`src/rtl/ocr_pkg.sv`:
```
// Shared constants and state type for the OCR sampling front end.
package ocr_pkg;

    localparam int DATA_W             = 16;
    localparam int WIN_LOG2           = 4;
    localparam int WIN                = 1 << WIN_LOG2;
    localparam int SQ_W               = 32;
    localparam int ACC_W              = 36;
    localparam int DEFAULT_SAMPLE_DIV = 125000;

    typedef enum logic {
        FILL = 1'b0,
        RUN  = 1'b1
    } ocr_state_t;

endpackage

```
`src/rtl/ocr_sample_strobe_gen.sv`:
```
// Free-running divider producing a one-cycle strobe every SAMPLE_DIV
// clk_master cycles. The strobe is high while the counter sits on its
// terminal value, so the first strobe follows SAMPLE_DIV cycles of reset.
module ocr_sample_strobe_gen
    import ocr_pkg::*;
#(
    parameter int SAMPLE_DIV = DEFAULT_SAMPLE_DIV
) (
    input  logic clk_master,
    input  logic reset_n,
    output logic sample_stb
);

    localparam int              CNT_W    = $clog2(SAMPLE_DIV);
    localparam logic [CNT_W-1:0] CNT_LAST = CNT_W'(SAMPLE_DIV - 1);

    logic [CNT_W-1:0] cnt;

    // Divider counter: 0..SAMPLE_DIV-1, wrapping.
    always_ff @(posedge clk_master or negedge reset_n) begin
        if (!reset_n) begin
            cnt <= '0;
        end else if (cnt == CNT_LAST) begin
            cnt <= '0;
        end else begin
            cnt <= cnt + CNT_W'(1);
        end
    end

    assign sample_stb = (cnt == CNT_LAST);

endmodule

```
`src/rtl/ocr_sample_window.sv`:
```
// Sampling front end for the overcurrent relay: strobes the ADC, keeps a
// 16-sample sliding window of squares and reports the window mean-square
// with a pick-up comparison, 3 cycles after each strobe.
// Optional build macro OCR_PEAK_DETECT_EN adds peak_out, the largest sample
// captured during each full pass of the window write pointer.
module ocr_sample_window
    import ocr_pkg::*;
#(
    parameter int SAMPLE_DIV = DEFAULT_SAMPLE_DIV
) (
    input  logic              clk_master,
    input  logic              reset_n,
    input  logic [DATA_W-1:0] adc_data_in,
    input  logic [DATA_W-1:0] I_p,
    output logic              sample_stb,
    output logic              ms_valid,
    output logic [SQ_W-1:0]   ms_out,
    output logic              over_pickup,
    output logic              window_full
`ifdef OCR_PEAK_DETECT_EN
    ,
    output logic [DATA_W-1:0] peak_out
`endif
);

    localparam logic [WIN_LOG2-1:0] LAST_SLOT = WIN_LOG2'(WIN - 1);

    function automatic logic [SQ_W-1:0] square(input logic [DATA_W-1:0] v);
        return SQ_W'(v) * SQ_W'(v);
    endfunction

    // Floor division of the window sum by the window depth.
    function automatic logic [SQ_W-1:0] mean_sq(input logic [ACC_W-1:0] acc);
        return acc[ACC_W-1:WIN_LOG2];
    endfunction

    ocr_sample_strobe_gen #(
        .SAMPLE_DIV (SAMPLE_DIV)
    ) u_strobe_gen (
        .clk_master (clk_master),
        .reset_n    (reset_n),
        .sample_stb (sample_stb)
    );

    logic [DATA_W-1:0]   win_buf [WIN];
    logic [WIN_LOG2-1:0] wr_ptr;
    logic [DATA_W-1:0]   x_p0, old_p0;
    logic                vld_p0;
    logic [SQ_W-1:0]     sq_new_p1, sq_old_p1;
    logic                vld_p1;
    logic [ACC_W-1:0]    sum_sq;
    logic [ACC_W-1:0]    sum_next;
    logic [SQ_W-1:0]     ms_next;
    logic [SQ_W-1:0]     ip_sq;
    logic                over_next;
    logic                emit;
    ocr_state_t          state;
    logic [WIN_LOG2-1:0] fill_cnt;

    // ---- stage p0: capture on strobe, swap the sample into the window ----
    // Capture the new sample and retire the oldest one from its slot.
    always_ff @(posedge clk_master or negedge reset_n) begin
        if (!reset_n) begin
            vld_p0 <= 1'b0;
            x_p0   <= '0;
            old_p0 <= '0;
            wr_ptr <= '0;
            for (int i = 0; i < WIN; i++) begin
                win_buf[i] <= '0;
            end
        end else begin
            vld_p0 <= sample_stb;
            if (sample_stb) begin
                x_p0            <= adc_data_in;
                old_p0          <= win_buf[wr_ptr];
                win_buf[wr_ptr] <= adc_data_in;
                wr_ptr          <= wr_ptr + WIN_LOG2'(1);
            end
        end
    end

    // ---- stage p1: square the incoming and outgoing samples ----
    // Register both squares so the accumulator update is a single add/sub.
    always_ff @(posedge clk_master or negedge reset_n) begin
        if (!reset_n) begin
            vld_p1    <= 1'b0;
            sq_new_p1 <= '0;
            sq_old_p1 <= '0;
        end else begin
            vld_p1 <= vld_p0;
            if (vld_p0) begin
                sq_new_p1 <= square(x_p0);
                sq_old_p1 <= square(old_p0);
            end
        end
    end

    // ---- stage p2: accumulate, compare, publish ----
    // The running sum never goes negative: sq_old is always a term already in it.
    assign sum_next  = sum_sq + ACC_W'(sq_new_p1) - ACC_W'(sq_old_p1);
    assign ms_next   = mean_sq(sum_next);
    assign ip_sq     = square(I_p);
    assign over_next = (ms_next > ip_sq);
    assign emit      = vld_p1 && ((state == RUN) || (fill_cnt == LAST_SLOT));

    // Window-fill FSM plus the registered mean-square and pick-up outputs.
    always_ff @(posedge clk_master or negedge reset_n) begin
        if (!reset_n) begin
            state       <= FILL;
            fill_cnt    <= '0;
            sum_sq      <= '0;
            ms_valid    <= 1'b0;
            ms_out      <= '0;
            over_pickup <= 1'b0;
            window_full <= 1'b0;
        end else begin
            ms_valid <= emit;
            if (vld_p1) begin
                sum_sq <= sum_next;
                if (state == FILL) begin
                    if (fill_cnt == LAST_SLOT) begin
                        state       <= RUN;
                        window_full <= 1'b1;
                    end else begin
                        fill_cnt <= fill_cnt + WIN_LOG2'(1);
                    end
                end
            end
            if (emit) begin
                ms_out      <= ms_next;
                over_pickup <= over_next;
            end
        end
    end

`ifdef OCR_PEAK_DETECT_EN
    function automatic logic [DATA_W-1:0] max_u(input logic [DATA_W-1:0] a,
                                                input logic [DATA_W-1:0] b);
        return (a > b) ? a : b;
    endfunction

    logic [DATA_W-1:0] run_max, peak_hold;
    logic              pend_p0, pend_p1;

    // Track the per-pass maximum and release it alongside the slot-15 result.
    always_ff @(posedge clk_master or negedge reset_n) begin
        if (!reset_n) begin
            run_max   <= '0;
            peak_hold <= '0;
            pend_p0   <= 1'b0;
            pend_p1   <= 1'b0;
            peak_out  <= '0;
        end else begin
            pend_p0 <= sample_stb && (wr_ptr == LAST_SLOT);
            pend_p1 <= pend_p0;
            if (sample_stb) begin
                if (wr_ptr == LAST_SLOT) begin
                    peak_hold <= max_u(run_max, adc_data_in);
                    run_max   <= '0;
                end else begin
                    run_max <= max_u(run_max, adc_data_in);
                end
            end
            if (pend_p1) begin
                peak_out <= peak_hold;
            end
        end
    end
`endif

endmodule

```
`config.mk`:
```
export PLATFORM = sky130hd
export DESIGN_NAME = ocr_sample_window
export DESIGN_NICKNAME = d
export VERILOG_FILES = /design/src/rtl/ocr_pkg.sv /design/src/rtl/ocr_sample_strobe_gen.sv /design/src/rtl/ocr_sample_window.sv
export SDC_FILE = /design/constraint.sdc
export NUM_CORES = 2
export LEC_CHECK = 0
export CORE_MARGIN = 2
export CORE_UTILIZATION = 59
export CTS_CLUSTER_DIAMETER = 120
export CTS_CLUSTER_SIZE = 20
export DETAILED_ROUTE_END_ITERATION = 8
export PLACE_DENSITY = 0.79
export REMOVE_ABC_BUFFERS = 1
export SLEW_MARGIN = 20
export SYNTH_ARGS = -nofsm -noshare
export SYNTH_HDL_FRONTEND = slang
export SYNTH_SLANG_ARGS = --single-unit
```
`constraint.sdc`:
```
create_clock -name clk_master -period 6.5 [get_ports clk_master]
set_input_delay 1.3 -clock clk_master [delete_from_list [all_inputs] [get_ports clk_master]]
set_output_delay 1.3 -clock clk_master [all_outputs]
set_load 0.1 [all_outputs]
```
== Word-level counts from Yosys, hierarchy flattened ==
Cells that the tools add are included.
Word-level totals
  register bits: 451
  input port bits: 34
  output and inout bits: 36
  word-level logic and storage cells: 61
Operators by class
  add/subtract/negate cells: 5
  multipliers: 3
  order comparisons: 3
  equality and inequality tests: 2
  mux-type cells: 9
  bitwise logic cells: 3
  reduce and logical (&&, ||, !) cells: 5
Operators with widths (count)
  $bwmux W256: 1
  $mul A16 B16 Y32: 3
  $bmux W16 S4: 1
  $demux W16 S4: 1
  $mux W16: 3
  $add A36 B32 Y36: 1
  $sub A36 B32 Y36: 1
  $gt A32 B32 Y1: 1
  $add A17 B1 Y17 const B: 1
  $eq A17 B17 Y1 const B: 1
  $mux W17: 1
  $add A4 B1 Y4 const B: 2
  $reduce_and A3 Y1: 2
  $ge A5 B5 Y1 const B: 1
  $lt A5 B1 Y1 const B: 1
  $not A4 Y5: 1
  $eq A4 B4 Y1 const B: 1
  $logic_and A1 B1 Y1: 2
  $mux W1: 2
  $not A1 Y1: 2
  $logic_or A1 B1 Y1: 1

== Depth between registers and ports, before layout ==
  depth after elaboration: 6
  depth in mapped cells: 34
  depth with buffers taken out: 33

== By module ==
From an unflattened synthesis, not the netlist that was laid out.
Unflattened totals
  cell total of the unflattened synthesis: 4184
  area total of the unflattened synthesis: 43529.2 um^2
By module, submodules not included
  ocr_sample_window: instances 1, cells each 4108, area an instance 42695.9 um^2, seq. area each 10810.4 um^2
  ocr_sample_strobe_gen: instances 1, cells each 76, area an instance 833.3 um^2, seq. area each 425.4 um^2

== Worst setup path after synthesis ==
Ideal clock, no wire load.
  kind: input to register
  start point: in I_p[2]
  end point: reg over_pickup
  setup time: 0.122 ns
  data arrival time: 8.293 ns
  data required time: 6.378 ns
  slack: -1.915 ns
  stages on the path: 31
  path buffers: 1
  path through: clkbuf_1 -> inv_1 -> nor2_1 -> ha_1 -> xor2_1 -> fa_1 -> inv_1 -> fa_1 -> fa_1 -> fa_1 -> inv_1 -> fa_1 -> inv_1 -> ha_1 -> a21oi_2 -> a21oi_1 -> or3_1 -> o21a_1 -> o21ai_1 -> a21boi_1 -> o31ai_2 -> or4b_1 -> o311a_1 -> ha_1 -> nand2_1 -> nor4_1 -> and4_1 -> nand4_1 -> nor4_1 -> nor2_1 -> a22o_1
Between the ends
  cells in the longest elaborated chain, start to end: 2
Ends and longest elaborated chain
  start, declared: line ocr_sample_window.sv:14  | input logic [DATA_W-1:0] I_p,
  $mul A16 B16 Y32: line ocr_sample_window.sv:29  | return SQ_W'(v) * SQ_W'(v);
  $gt A32 B32 Y1: line ocr_sample_window.sv:103  | assign over_next = (ms_next > ip_sq);
  end signal, assigned: line ocr_sample_window.sv:131  | over_pickup <= over_next;
  end, declared: line ocr_sample_window.sv:18  | output logic over_pickup,
Every way passes these cells.
A chain may end at the register's enable or synchronous reset.

== Worst setup path after layout ==
  start point: in I_p[12]
  end point: reg over_pickup
Same word-level chain as after synthesis.

==> metrics.md <==
| Metric | Value |
|---|---|
| Number of flops mapped to enable cells by yosys | `0` |
| Hold-fix buffers, CTS | `0` |
| Largest net degree at the start of global routing | `172` |
| CTS sink cnt | `about 450` |
| Layout net count | `between 5,000 and 6,000` |
| Initial core utilization | `59.5%` |
| Final setup vio count | `1` |
| Synth Flop Type | `dfrtp_1` |
| Relative slew slack | `25.3%` |
| Placed instance area | `47,600 um2` |
| Total power divided by cell area | `279 nW/um2` |
| Design Area, Final | `49,100 um2` |
| Total number of vias | `approximately 31,000` |
| Most frequent cell on the critical path | `fa_1` |
| Mean cell area of the mapped netlist | `10.3 um2` |
| RR Startpoint | `x_p0[9]$_DFFE_PN0P_` |
| FF-to-FF setup slack | `200 ps` |
| CTS H-Tree Depth | `1` |
| Routability cong. | `0.901` |
| CTS root buf | `clkbuf_16` |
| Synthesized area | `~44,000 um2` |
| Cells after Synth | `4,266` |
| Reg power frac | `21.2%` |
| CP max-delay cell | `fa_1` |
| Vias/cell | `5.63` |
| Clk Latency, worst-skew pair | `610 ps` |
| Fin crit share | `123%` |
| Port bufs | `69` |
| Min cycle time layout | `7970 ps` |
| Fraction of registers with async set/reset | `100%` |
| Row count | `100` |
| Worst-Margin Slew | `1120 ps` |
| Synth Warn # | `0` |
| Post-Route WL | `101,000 um` |
| Num ports | `70` |
| Maximum vdd ir drop | `883 uV` |
| Reg2Reg Depth | `23` |
| DRC | `0` |
| Switching Fraction | `40.9%` |
| Clock Skews | `31.5 ps` |
| Setup crit end kind | `register` |
| Net switching power | `0.00561 W` |
| Most common cell after layout, fill and taps aside | `inv_1` |
| Worst setup startpoint | `I_p[12]` |
| Delay-heaviest family, CP | `adder cells` |
| Routed Antenna Nets | `0` |
| Class of the worst hold path | `register to register` |
| Congestion Overflow GR | `0` |
| DIE HEIGHT | `between 200 and 300 um` |
| Initial DRT Pass Iterations | `5` |
| CP endpoint | `over_pickup$_DFFE_PN0P_` |
| R2R Path End | `sq_new_p1[28]$_DFFE_PN0P_` |
| WL/cell | `18.4 um` |
| CTS tree | `built` |
| Fmax | `125 MHz` |
| Core ar. | `74,200 um2` |
| Cell internal pwr | `0.00812 W` |
| Worst path bufs/invs | `9` |
| Commonest cells after routing, fill and taps aside | `inv_1, fa_1, dfrtp_1` |
| CP Depth | `34` |
| Max Cap Viol | `0` |
| CTS Buffer Depth | `3` |
| Post-layout util | `66.2%` |
| Worst EP required | `roughly 7000 ps` |
| Die Wd | `around 280 um` |
| Fill cell count | `about 5,500` |
| Via count of the first global-routing pass | `32,442` |
| TritonCTS Buffers | `27` |
| Status | `finished with violations` |
| Max Slew Vio Count | `0` |
| Final hold violation count | `0` |
| Clock transition at path regs | `90 ps` |
| Power share of the clock group | `between 10 and 15%` |
| CP peak stage delay | `510 ps` |
| Count of different cell masters after synthesis | `79` |
| Failing checks | `setup timing` |
| Die area | `between 70,000 and 80,000 um2` |
| Wire length of the first global-routing pass | `approximately 170,000 um` |
| Gr usage total | `26.9%` |
| Arr. time, crit path | `roughly 8500 ps` |
| Register bit total from synthesis | `449` |
| Setup crit start kind | `input port` |
| Crit Path Max Fanout | `6` |
| Critical path class | `input port to register` |
| Multi-input logic area | `29,400 um2` |
| Setup WS post-layout | `-1470 ps` |
| Seq/Total Area, Yosys | `25.5%` |
| Leakage power | `between 20 and 30 nW` |
| Share of post-route cells with drive strength above 1 | `19.6%` |
| DP HPWL | `77,500 um` |
| Sequential cell area | `11,300 um2` |
| Initial DRC count | `2,253` |
| Logic pwr share | `between 60% and 70%` |
| RSZ-0062 raised after global routing | `true` |
| Layout area overhead | `11.4%` |
| Number of antenna violations at the first check in global routing | `3` |
-- worst reg2reg max path, cell delays in order (launching register included) --
cell and delay [ps]:
dfrtp_1 470, and2_1 230, fa_1 520, inv_1 60, fa_1 540, inv_1 60
fa_1 510, inv_1 60, fa_1 530, inv_1 50, fa_1 470, inv_1 50
fa_1 470, inv_1 60, ha_4 220, a21o_1 180, a21o_1 180, a221o_1 350
a21oi_2 170, nand3_2 130, a221o_1 320, a31oi_1 190, xor2_1 280, mux2i_1 120
-- repair_timing --
| item | CTS | global route |
|---|---|---|
| pin swaps | 58 | 43 |
| endpoints found under the setup margin | 3 | 20 |
| gates resized for setup | 126 | 60 |
| buffers inserted | 29 | 16 |
-- cell usage after synthesis, types with 70 or more instances --
master | count | area share [%]
xnor2_1 | 85 | 1.7
dfrtp_1 | 449 | 25
fa_1 | 518 | 24
a21o_1 | 70 | 1.2
mux2_2 | 284 | 7.2
and2_1 | 146 | 2.1
inv_1 | 861 | 7.3
o21ai_0 | 117 | 1.3
clkbuf_1 | 121 | 1.0
nand2_1 | 379 | 3.2
a21oi_1 | 122 | 1.4
mux4_2 | 80 | 4.1
ha_1 | 375 | 11
nor2_1 | 146 | 1.2
-- how the worst min path moves through the flow --
| stage | depth (start not counted) | end | slack [ps] | start |
|---|---|---|---|---|
| finish | 1 | u_strobe_gen.cnt[0]$_DFF_PN0_ | 490 | u_strobe_gen.cnt[0]$_DFF_PN0_ |
| global route | 1 | u_strobe_gen.cnt[0]$_DFF_PN0_ | 510 | u_strobe_gen.cnt[0]$_DFF_PN0_ |
| CTS | 1 | u_strobe_gen.cnt[0]$_DFF_PN0_ | 490 | u_strobe_gen.cnt[0]$_DFF_PN0_ |
| detailed placement | 2 | ms_out[4]$_DFFE_PN0P_ | 470 | ms_out[4]$_DFFE_PN0P_ |
| global placement | 2 | ms_out[3]$_DFFE_PN0P_ | 460 | ms_out[3]$_DFFE_PN0P_ |
| floorplan | 1 | u_strobe_gen.cnt[0]$_DFF_PN0_ | 450 | u_strobe_gen.cnt[0]$_DFF_PN0_ |
-- routing by layer --
layer  global-route usage [%]  up-vias  wire length, um
met2                     44.9      907            49300
met1                     37.9    15765            43500
met4                     6.72        2             2430
met3                     2.94      140             6050
li1                         -    14200                -
met5                        0        -               12
-- final cells by class --
class	count	area share (%)
clock inverters	3	0.107
multi-input cells	2792	59.9
inverters	863	6.60
well taps	969	2.47
diodes	1	0.00509
clock buffers	31	1.43
flip-flops and latches	449	22.9
repair buffers	404	6.60
-- flip-flops by register name (all words and copies together) (netlist names), 4 cells and up --
register	cells
x_p0	16
ms_out	32
u_strobe_gen.cnt	17
fill_cnt	4
old_p0	16
wr_ptr	4
sum_sq	36
sq_old_p1	31
win_buf	256
sq_new_p1	31
-- power by group through the flow --
stage / Combinational [W] / Sequential [W] / Clock [W]
finish: 0.00909 / 0.00291 / 0.00172
global route: 0.0101 / 0.00292 / 0.00184
CTS: 0.00864 / 0.00291 / 0.00176
detailed placement: 0.00757 / 0.00297 / 0
global placement: 0.00737 / 0.00296 / 0
floorplan: 0.00481 / 0.00295 / 0
-- cells by family after synthesis --
kind of cell | Yosys count | synth area share [%]
adders and majority gates | 893 | 34.1
AOI/OAI and AO/OA | 468 | 6.77
xor gates and xnor gates | 147 | 2.95
DFF | 449 | 25.5
and+or+nand+nor | 872 | 9.37
muxes | 412 | 12.5
buffers and inverters | 1025 | 8.80
-- stage by stage --
stage	setup TNS (ps)	hold slack, ps	std cells	power (W)	worst slack [ps]
2_1_floorplan	-1720	447	4104	0.00776	-1720
3_3_place_gp	-2520	461	5434	0.0103	-2520
3_5_place_dp	-2720	471	5434	0.0105	-2670
4_1_cts	-1300	488	5497	0.0133	-1300
5_1_grt	-1770	510	5511	0.0149	-1740
6_report	-1470	486	5512	0.0137	-1470
Power figures use the tool's default switching activity.
